File: src/rtl/mips_imem_loader.sv
// Boot loader: stream LEN_HI, LEN_LO, N big-endian 32-bit words[, CSUM] -> imem writes, then release core.
// Define LOADER_CSUM_EN to require a trailing XOR checksum byte.
module mips_imem_loader #(
  parameter int unsigned ADDR_W = 8
) (
  input  logic              clk,
  input  logic              rst,
  input  logic [7:0]        in_data,
  input  logic              in_valid,
  output logic              in_ready,
  output logic              imem_we,
  output logic [ADDR_W-1:0] imem_addr,
  output logic [31:0]       imem_wdata,
  output logic              cpu_rst,
  output logic              done,
  output logic              err
);
  localparam int unsigned    CNT_W = 16;
  localparam logic [CNT_W:0] ONE_N = 1;
  localparam logic [CNT_W:0] MAX_N = (ADDR_W < CNT_W) ? (ONE_N << ADDR_W) : '1;

  typedef enum logic [2:0] {
    S_LEN_HI, S_LEN_LO, S_DATA, S_CSUM, S_DONE, S_ERR
  } state_t;

  state_t             state_q, state_d;
  logic [CNT_W-1:0]   len_q, len_d;
  logic [CNT_W-1:0]   wcnt_q, wcnt_d;
  logic [1:0]         bcnt_q, bcnt_d;
  logic [23:0]        asm_q, asm_d;
  logic               in_ready_q, in_ready_d;
  logic               we_q, we_d;
  logic [ADDR_W-1:0]  addr_q, addr_d;
  logic [31:0]        wdata_q, wdata_d;
  logic               cpu_rst_q, cpu_rst_d;
  logic               done_q, done_d;
  logic               err_q, err_d;
  logic               accept;
`ifdef LOADER_CSUM_EN
  logic [7:0]         xor_q, xor_d;
`endif

  assign accept = in_valid && in_ready_q;

  always_comb begin
    state_d = state_q;
    len_d   = len_q;
    wcnt_d  = wcnt_q;
    bcnt_d  = bcnt_q;
    asm_d   = asm_q;
    we_d    = 1'b0;
    addr_d  = addr_q;
    wdata_d = wdata_q;
`ifdef LOADER_CSUM_EN
    xor_d   = xor_q;
`endif
    if (accept) begin
`ifdef LOADER_CSUM_EN
      if (state_q != S_CSUM) xor_d = xor_q ^ in_data;
`endif
      case (state_q)
        S_LEN_HI: begin
          len_d[15:8] = in_data;
          state_d     = S_LEN_LO;
        end
        S_LEN_LO: begin
          len_d[7:0] = in_data;
          if ({1'b0, len_q[15:8], in_data} > MAX_N)
            state_d = S_ERR;
          else if ({len_q[15:8], in_data} == '0)
`ifdef LOADER_CSUM_EN
            state_d = S_CSUM;
`else
            state_d = S_DONE;
`endif
          else
            state_d = S_DATA;
        end
        S_DATA: begin
          asm_d  = {asm_q[15:0], in_data};
          bcnt_d = bcnt_q + 2'd1;
          if (bcnt_q == 2'd3) begin
            we_d    = 1'b1;
            addr_d  = ADDR_W'(wcnt_q);
            wdata_d = {asm_q, in_data};
            wcnt_d  = wcnt_q + 16'd1;
            if (wcnt_d == len_q)
`ifdef LOADER_CSUM_EN
              state_d = S_CSUM;
`else
              state_d = S_DONE;
`endif
          end
        end
`ifdef LOADER_CSUM_EN
        S_CSUM: state_d = (in_data == xor_q) ? S_DONE : S_ERR;
`endif
        default: ;
      endcase
    end
    // Holding done off while the final write is issued delays it one cycle past that write.
    done_d     = (state_d == S_DONE) && !we_d;
    err_d      = (state_d == S_ERR);
    cpu_rst_d  = !done_d;
    in_ready_d = (state_d == S_LEN_HI) || (state_d == S_LEN_LO) ||
                 (state_d == S_DATA)   || (state_d == S_CSUM);
  end

  always_ff @(posedge clk) begin
    if (rst) begin
      state_q    <= S_LEN_HI;
      len_q      <= '0;
      wcnt_q     <= '0;
      bcnt_q     <= '0;
      asm_q      <= '0;
      in_ready_q <= 1'b0;
      we_q       <= 1'b0;
      addr_q     <= '0;
      wdata_q    <= '0;
      cpu_rst_q  <= 1'b1;
      done_q     <= 1'b0;
      err_q      <= 1'b0;
`ifdef LOADER_CSUM_EN
      xor_q      <= '0;
`endif
    end else begin
      state_q    <= state_d;
      len_q      <= len_d;
      wcnt_q     <= wcnt_d;
      bcnt_q     <= bcnt_d;
      asm_q      <= asm_d;
      in_ready_q <= in_ready_d;
      we_q       <= we_d;
      addr_q     <= addr_d;
      wdata_q    <= wdata_d;
      cpu_rst_q  <= cpu_rst_d;
      done_q     <= done_d;
      err_q      <= err_d;
`ifdef LOADER_CSUM_EN
      xor_q      <= xor_d;
`endif
    end
  end

  assign in_ready   = in_ready_q;
  assign imem_we    = we_q;
  assign imem_addr  = addr_q;
  assign imem_wdata = wdata_q;
  assign cpu_rst    = cpu_rst_q;
  assign done       = done_q;
  assign err        = err_q;

endmodule

File: config.mk
export PLATFORM = sky130hd
export DESIGN_NAME = mips_imem_loader
export DESIGN_NICKNAME = d
export VERILOG_FILES = /design/src/rtl/mips_imem_loader.sv
export SDC_FILE = /design/constraint.sdc
export NUM_CORES = 1
export LEC_CHECK = 0
export ABC_CLOCK_PERIOD_IN_PS = 3950
export BUFFER_PORTS_ARGS = -buffer_cell sky130_fd_sc_hd__buf_2
export CORE_ASPECT_RATIO = 1.4
export CORE_MARGIN = 5
export CORE_UTILIZATION = 40
export DETAILED_ROUTE_END_ITERATION = 6
export PLACE_DENSITY = 0.63
export SLEW_MARGIN = 20
export SYNTH_ARGS = -nofsm -noshare
export SYNTH_HDL_FRONTEND = slang
export SYNTH_SLANG_ARGS = --single-unit
File: constraint.sdc
create_clock -name clk -period 3.95 [get_ports clk]
set_clock_uncertainty 0.15 [all_clocks]
set_input_delay 0.79 -clock clk [delete_from_list [all_inputs] [get_ports clk]]
set_output_delay 0.79 -clock clk [all_outputs]
set_load 0.005 [all_outputs]
==> impl_summary.md <==
Yosys
The cell area after synthesis is about 4500 um2. The count of flip-flops with a built-in enable after synthesis is 0. During synthesis, Yosys emitted a total of 0 warnings. The most used flip-flop cell after synthesis is sky130_fd_sc_hd__dfxtp_1. The cell count after synthesis is 540.

Measured against the total synthesized area, the mux share comes to 0.03561. A synthesized cell averages between 8 and 9 um2. The post-synthesis compound-gate area fraction is 0.1169.

The synthesized netlist net count is ~550. The simple-gate share of the synthesized area is 0.2629. The fraction of synthesized cell area in xor and xnor cells is 0.06817. The number of synthesized register bits is 106. The fraction of the yosys area taken by sequential cells is 0.4719. The main combinational cell family by area after synthesis is simple AND/OR/NAND/NOR gates. The synthesized netlist contains 54 unique library cells. Of the total synthesized cell area, the portion taken by full adders, half adders and majority gates is 0.005565. The share of synthesized registers carrying an async set or reset is 0.

Worst setup path
The endpoint of the worst-slack reg-to-reg timing path is state_q[2]. The critical path depth is 7. The buffers plus inverters on the worst setup path is 0. Traced cell by cell, the critical path runs through ha_1 > and3_1 > a21oi_1 > nor4b_2 > o2111ai_1 > o31ai_2 > nor2b_1. The number of cells on the worst reg-to-reg path is 7.

The worst register-to-register path begins at wcnt_q[0]. The largest single stage delay on the critical path is about 0.55 ns. STA puts the critical path data arrival time at ~2.7 ns.

Tracing the worst setup path back leads to its startpoint at wcnt_q[0]. The biggest fanout along the worst timing path is 9. STA puts the critical path data required time at 4.09 ns. The worst setup path is of the flop to flop kind. Among cell families on the critical path, the largest total delay comes from simple AND/OR/NAND/NOR gates. STA classifies the critical path endpoint as a flop. The worst setup path is launched from a flop. The setup check on the worst reg-to-reg path leaves a slack of between 1 and 1.5 ns. The capture point of the worst path is state_q[2]. The highest-delay cell along the critical path is sky130_fd_sc_hd__dfxtp_1.

Clocking
Hold repair after CTS inserted 0 buffers. The CTS root buffer is sky130_fd_sc_hd__clkbuf_16. CTS saw ~110 sinks. TritonCTS built the clock tree.

In this run the deepest clock path goes through 2 buffers. The clock latency on the worst-skew pair is around 0.35 ns. Once the clock tree was built, the resizer swapped 0 gates to a different size. The CTS H-tree depth is 3.

The number of buffers added for setup after CTS is 0. After clock tree synthesis, the clock-pin slew on the worst setup and hold paths is ~0.07 ns. Buffers inserted during clock tree synthesis total 9.

Timing
The number of slew-limit violations in the final report is 0. Setup total negative slack on the finished layout was measured at 0 ns. The number of failing hold endpoints at the final stage is 0. Setup repair after global routing left no endpoint under its margin. The number of endpoints failing setup at the final stage is 0. The worst relative slew slack is 0.3815.

The pin slew with the least headroom to its limit is ~0.9 ns. The clock period minus worst slack is ~2.5 ns. The ratio of final minimum period to clock period is 0.6356.

The maximum clock frequency is ~400 MHz.

Layout
At the end of the flow, the number of nets in the layout was roughly 590. The layout overhead on the synthesized area is 13.69%. Counting the fill cells in the layout gives roughly 1100. The number of antenna repair diodes is 0. The area occupied by multi-input gates is 2205 um2. Excluding fillers, the count of instances in the completed layout stands at 720. The sequential cells in the finished layout cover a total of roughly 2100 um2.

Of the cells placed in the final design, the portion with a size suffix greater than 1 is 0.1572.

Global routing
The maximum number of pins on one net before global-route repair is between 60 and 70. The first global-routing pass estimated 17640 um of wire. The number of antenna violations at the first check in global routing is 0. For this run the aggregate overflow at the end of global routing stands at 0. Across every metal layer, demand over resource in global routing totals 0.1635.

The via count of the first global-routing pass is about 3600.

Placed design
The weighted congestion reported at the end of routability-driven placement is roughly 0.86. Input and output buffers added on the ports amount to 55. The number of instances in the placed design is about 700.

The estimated wirelength of the detail-placed design is 7621 um.

Floorplan
The floorplan has between 40 and 50 rows. The area of the die is around 13000 um2. The die is roughly 140 um tall. The count of pins on the block boundary is 56. The overall die width is between 90 and 100 um.

The core region is ~11000 um2. The starting density of the core is 0.4117.

Drt
In the routed design, unresolved DRC markers number 0. The wire length after detailed routing is around 11000 um. The wire length per cell is about 15 um. The detailed-router iteration count before antenna repair is 4.

In this run the remaining antenna-violating nets after routing total 0. The number of vias per cell after detailed routing is around 5.1. In this run, the number of DRC markers left after iteration 0 of detailed routing was between 200 and 300.

Detailed routing inserted a total of between 3000 and 4000 vias.

Outcome
The flow ran to the end, and the final reports show no timing, DRC or antenna violations.

Power
The total power divided by cell area is just over 400 nW/um2. The worst voltage drop across the vdd grid is between 150 and 200 uV. The leakage power of the design is approximately 1.9 nW.

Job
Max-cap violations in this run came to 0.

Worst hold path
The worst min-delay path class is flop to flop.
registers in the layout, indices dropped and copies added (netlist names), 2 cells and up:
register,cells
imem_wdata,32
asm_q,24
len_q,16
wcnt_q,16
imem_addr,8
state_q,3
bcnt_q,2
cell usage in the layout (no fill, tap or decap), types with 3 or more instances in the layout:
cell type and count:
sky130_fd_sc_hd__or3_1 4, sky130_fd_sc_hd__nand2_1 142, sky130_fd_sc_hd__xor2_1 16, sky130_fd_sc_hd__nor2b_1 4, sky130_fd_sc_hd__buf_2 55, sky130_fd_sc_hd__nor3_1 4
sky130_fd_sc_hd__inv_6 3, sky130_fd_sc_hd__mux2i_1 16, sky130_fd_sc_hd__nand3_1 11, sky130_fd_sc_hd__dfxtp_1 106, sky130_fd_sc_hd__nand4_1 4, sky130_fd_sc_hd__or4_4 3
sky130_fd_sc_hd__buf_4 5, sky130_fd_sc_hd__a21oi_1 73, sky130_fd_sc_hd__nor2_1 41, sky130_fd_sc_hd__xnor2_1 19, sky130_fd_sc_hd__nand2b_1 3, sky130_fd_sc_hd__nor4_1 3
sky130_fd_sc_hd__clkbuf_16 9, sky130_fd_sc_hd__and3_1 6
per-layer routing:
layer | GRT usage | vias up | part of all wire
li1 | - | 1880 | -
met1 | 0.1900 | 1714 | 0.42
met2 | 0.2765 | 78 | 0.50
met3 | 0.03709 | 27 | 0.041
met4 | 0.08884 | 0 | 0.039
met5 | 0 | - | 0
power by group:
group	leakage, nW	switching (mW)	internal, mW
Clock	0.145	0.431	0.445
Combinational	0.913	0.0531	0.0370
Sequential	0.855	0.0142	1.08
Total	1.91	0.499	1.56
through the flow:
stage          utilization  worst slack [ns]  hold slack [ns]  power, mW  instance area, um2
3_5_place_dp        0.4412             1.362           0.2926      1.208                4820
6_report            0.4680             1.440           0.3013      2.058                5112
2_1_floorplan            -             1.575           0.2821      1.177                4497
5_1_grt             0.4680             1.197           0.3156      2.133                5112
4_1_cts             0.4680             1.415           0.3042      2.084                5112
3_3_place_gp        0.4412             1.360           0.2905      1.207                4820
cells in the mapped netlist (2+ instances only):
master / number / area share
sky130_fd_sc_hd__dfxtp_1: 106 / 0.47
sky130_fd_sc_hd__o211ai_1: 2 / 0.0033
sky130_fd_sc_hd__nor3_1: 4 / 0.0045
sky130_fd_sc_hd__nor2_1: 41 / 0.034
sky130_fd_sc_hd__and3_1: 6 / 0.0083
sky130_fd_sc_hd__nand3b_1: 2 / 0.0033
sky130_fd_sc_hd__xor2_1: 16 / 0.031
sky130_fd_sc_hd__a21oi_1: 73 / 0.081
sky130_fd_sc_hd__a31oi_1: 2 / 0.0028
sky130_fd_sc_hd__ha_1: 2 / 0.0056
sky130_fd_sc_hd__and3b_1: 2 / 0.0039
sky130_fd_sc_hd__nand4_1: 4 / 0.0056
sky130_fd_sc_hd__o21ai_0: 2 / 0.0022
sky130_fd_sc_hd__clkbuf_1: 19 / 0.016
sky130_fd_sc_hd__o2111ai_1: 2 / 0.0039
sky130_fd_sc_hd__xnor2_1: 19 / 0.037
sky130_fd_sc_hd__or2_1: 2 / 0.0028
sky130_fd_sc_hd__nand2b_1: 3 / 0.0042
sky130_fd_sc_hd__buf_4: 5 / 0.0083
sky130_fd_sc_hd__nor3_2: 2 / 0.0045
sky130_fd_sc_hd__and4_1: 2 / 0.0039
sky130_fd_sc_hd__nand3_1: 12 / 0.013
sky130_fd_sc_hd__nor3b_1: 2 / 0.0033
sky130_fd_sc_hd__nand4_2: 2 / 0.0056
sky130_fd_sc_hd__buf_1: 7 / 0.0058
sky130_fd_sc_hd__nor2b_1: 4 / 0.0056
sky130_fd_sc_hd__o22ai_1: 2 / 0.0028
sky130_fd_sc_hd__or4_4: 3 / 0.0075
sky130_fd_sc_hd__nor4_1: 3 / 0.0042
sky130_fd_sc_hd__mux2i_1: 16 / 0.036
sky130_fd_sc_hd__and2_1: 2 / 0.0028
sky130_fd_sc_hd__nand2_1: 142 / 0.12
sky130_fd_sc_hd__or3_1: 4 / 0.0056
sky130_fd_sc_hd__buf_2: 5 / 0.0056
worst min-delay path by stage:
stage	slack (ns)	start	depth (start not counted)	to
floorplan	0.28	asm_q[16]	2	imem_wdata[24]
global placement	0.29	imem_wdata[24]	2	imem_wdata[24]
detailed placement	0.29	asm_q[23]	2	imem_wdata[31]
CTS	0.30	imem_wdata[14]	2	imem_wdata[14]
global route	0.32	imem_wdata[27]	2	imem_wdata[27]
finish	0.30	imem_wdata[31]	2	imem_wdata[31]
worst min-delay path, delay by kind of cell, from the launching register on:
| kind | cells | cell delay (ns) |
|---|---|---|
| flip-flops | 1 | 0.31 |
| AND/OR/NAND/NOR | 1 | 0.05 |
| AO/OA/AOI/OAI | 1 | 0.05 |
kinds of logic (layout without fill, tap and decap cells):
logic type / after synthesis / in the layout
mux: 16 / 16
fa+ha+maj: 2 / 2
flops: 106 / 106
xor+xnor: 35 / 35
simple gates: 249 / 249
buf+inv: 38 / 77
compound gates: 94 / 94
area by class of cell:
cell class	count	share of cell area
Sequential cell	106	0.4151
Inverter	1	0.0007342
Tap cell	141	0.03451
Multi-Input combinational cell	396	0.4312
Clock inverter	7	0.01322
Clock buffer	9	0.04405
Timing Repair Buffer	60	0.06118
Power figures use the tool's default switching activity.
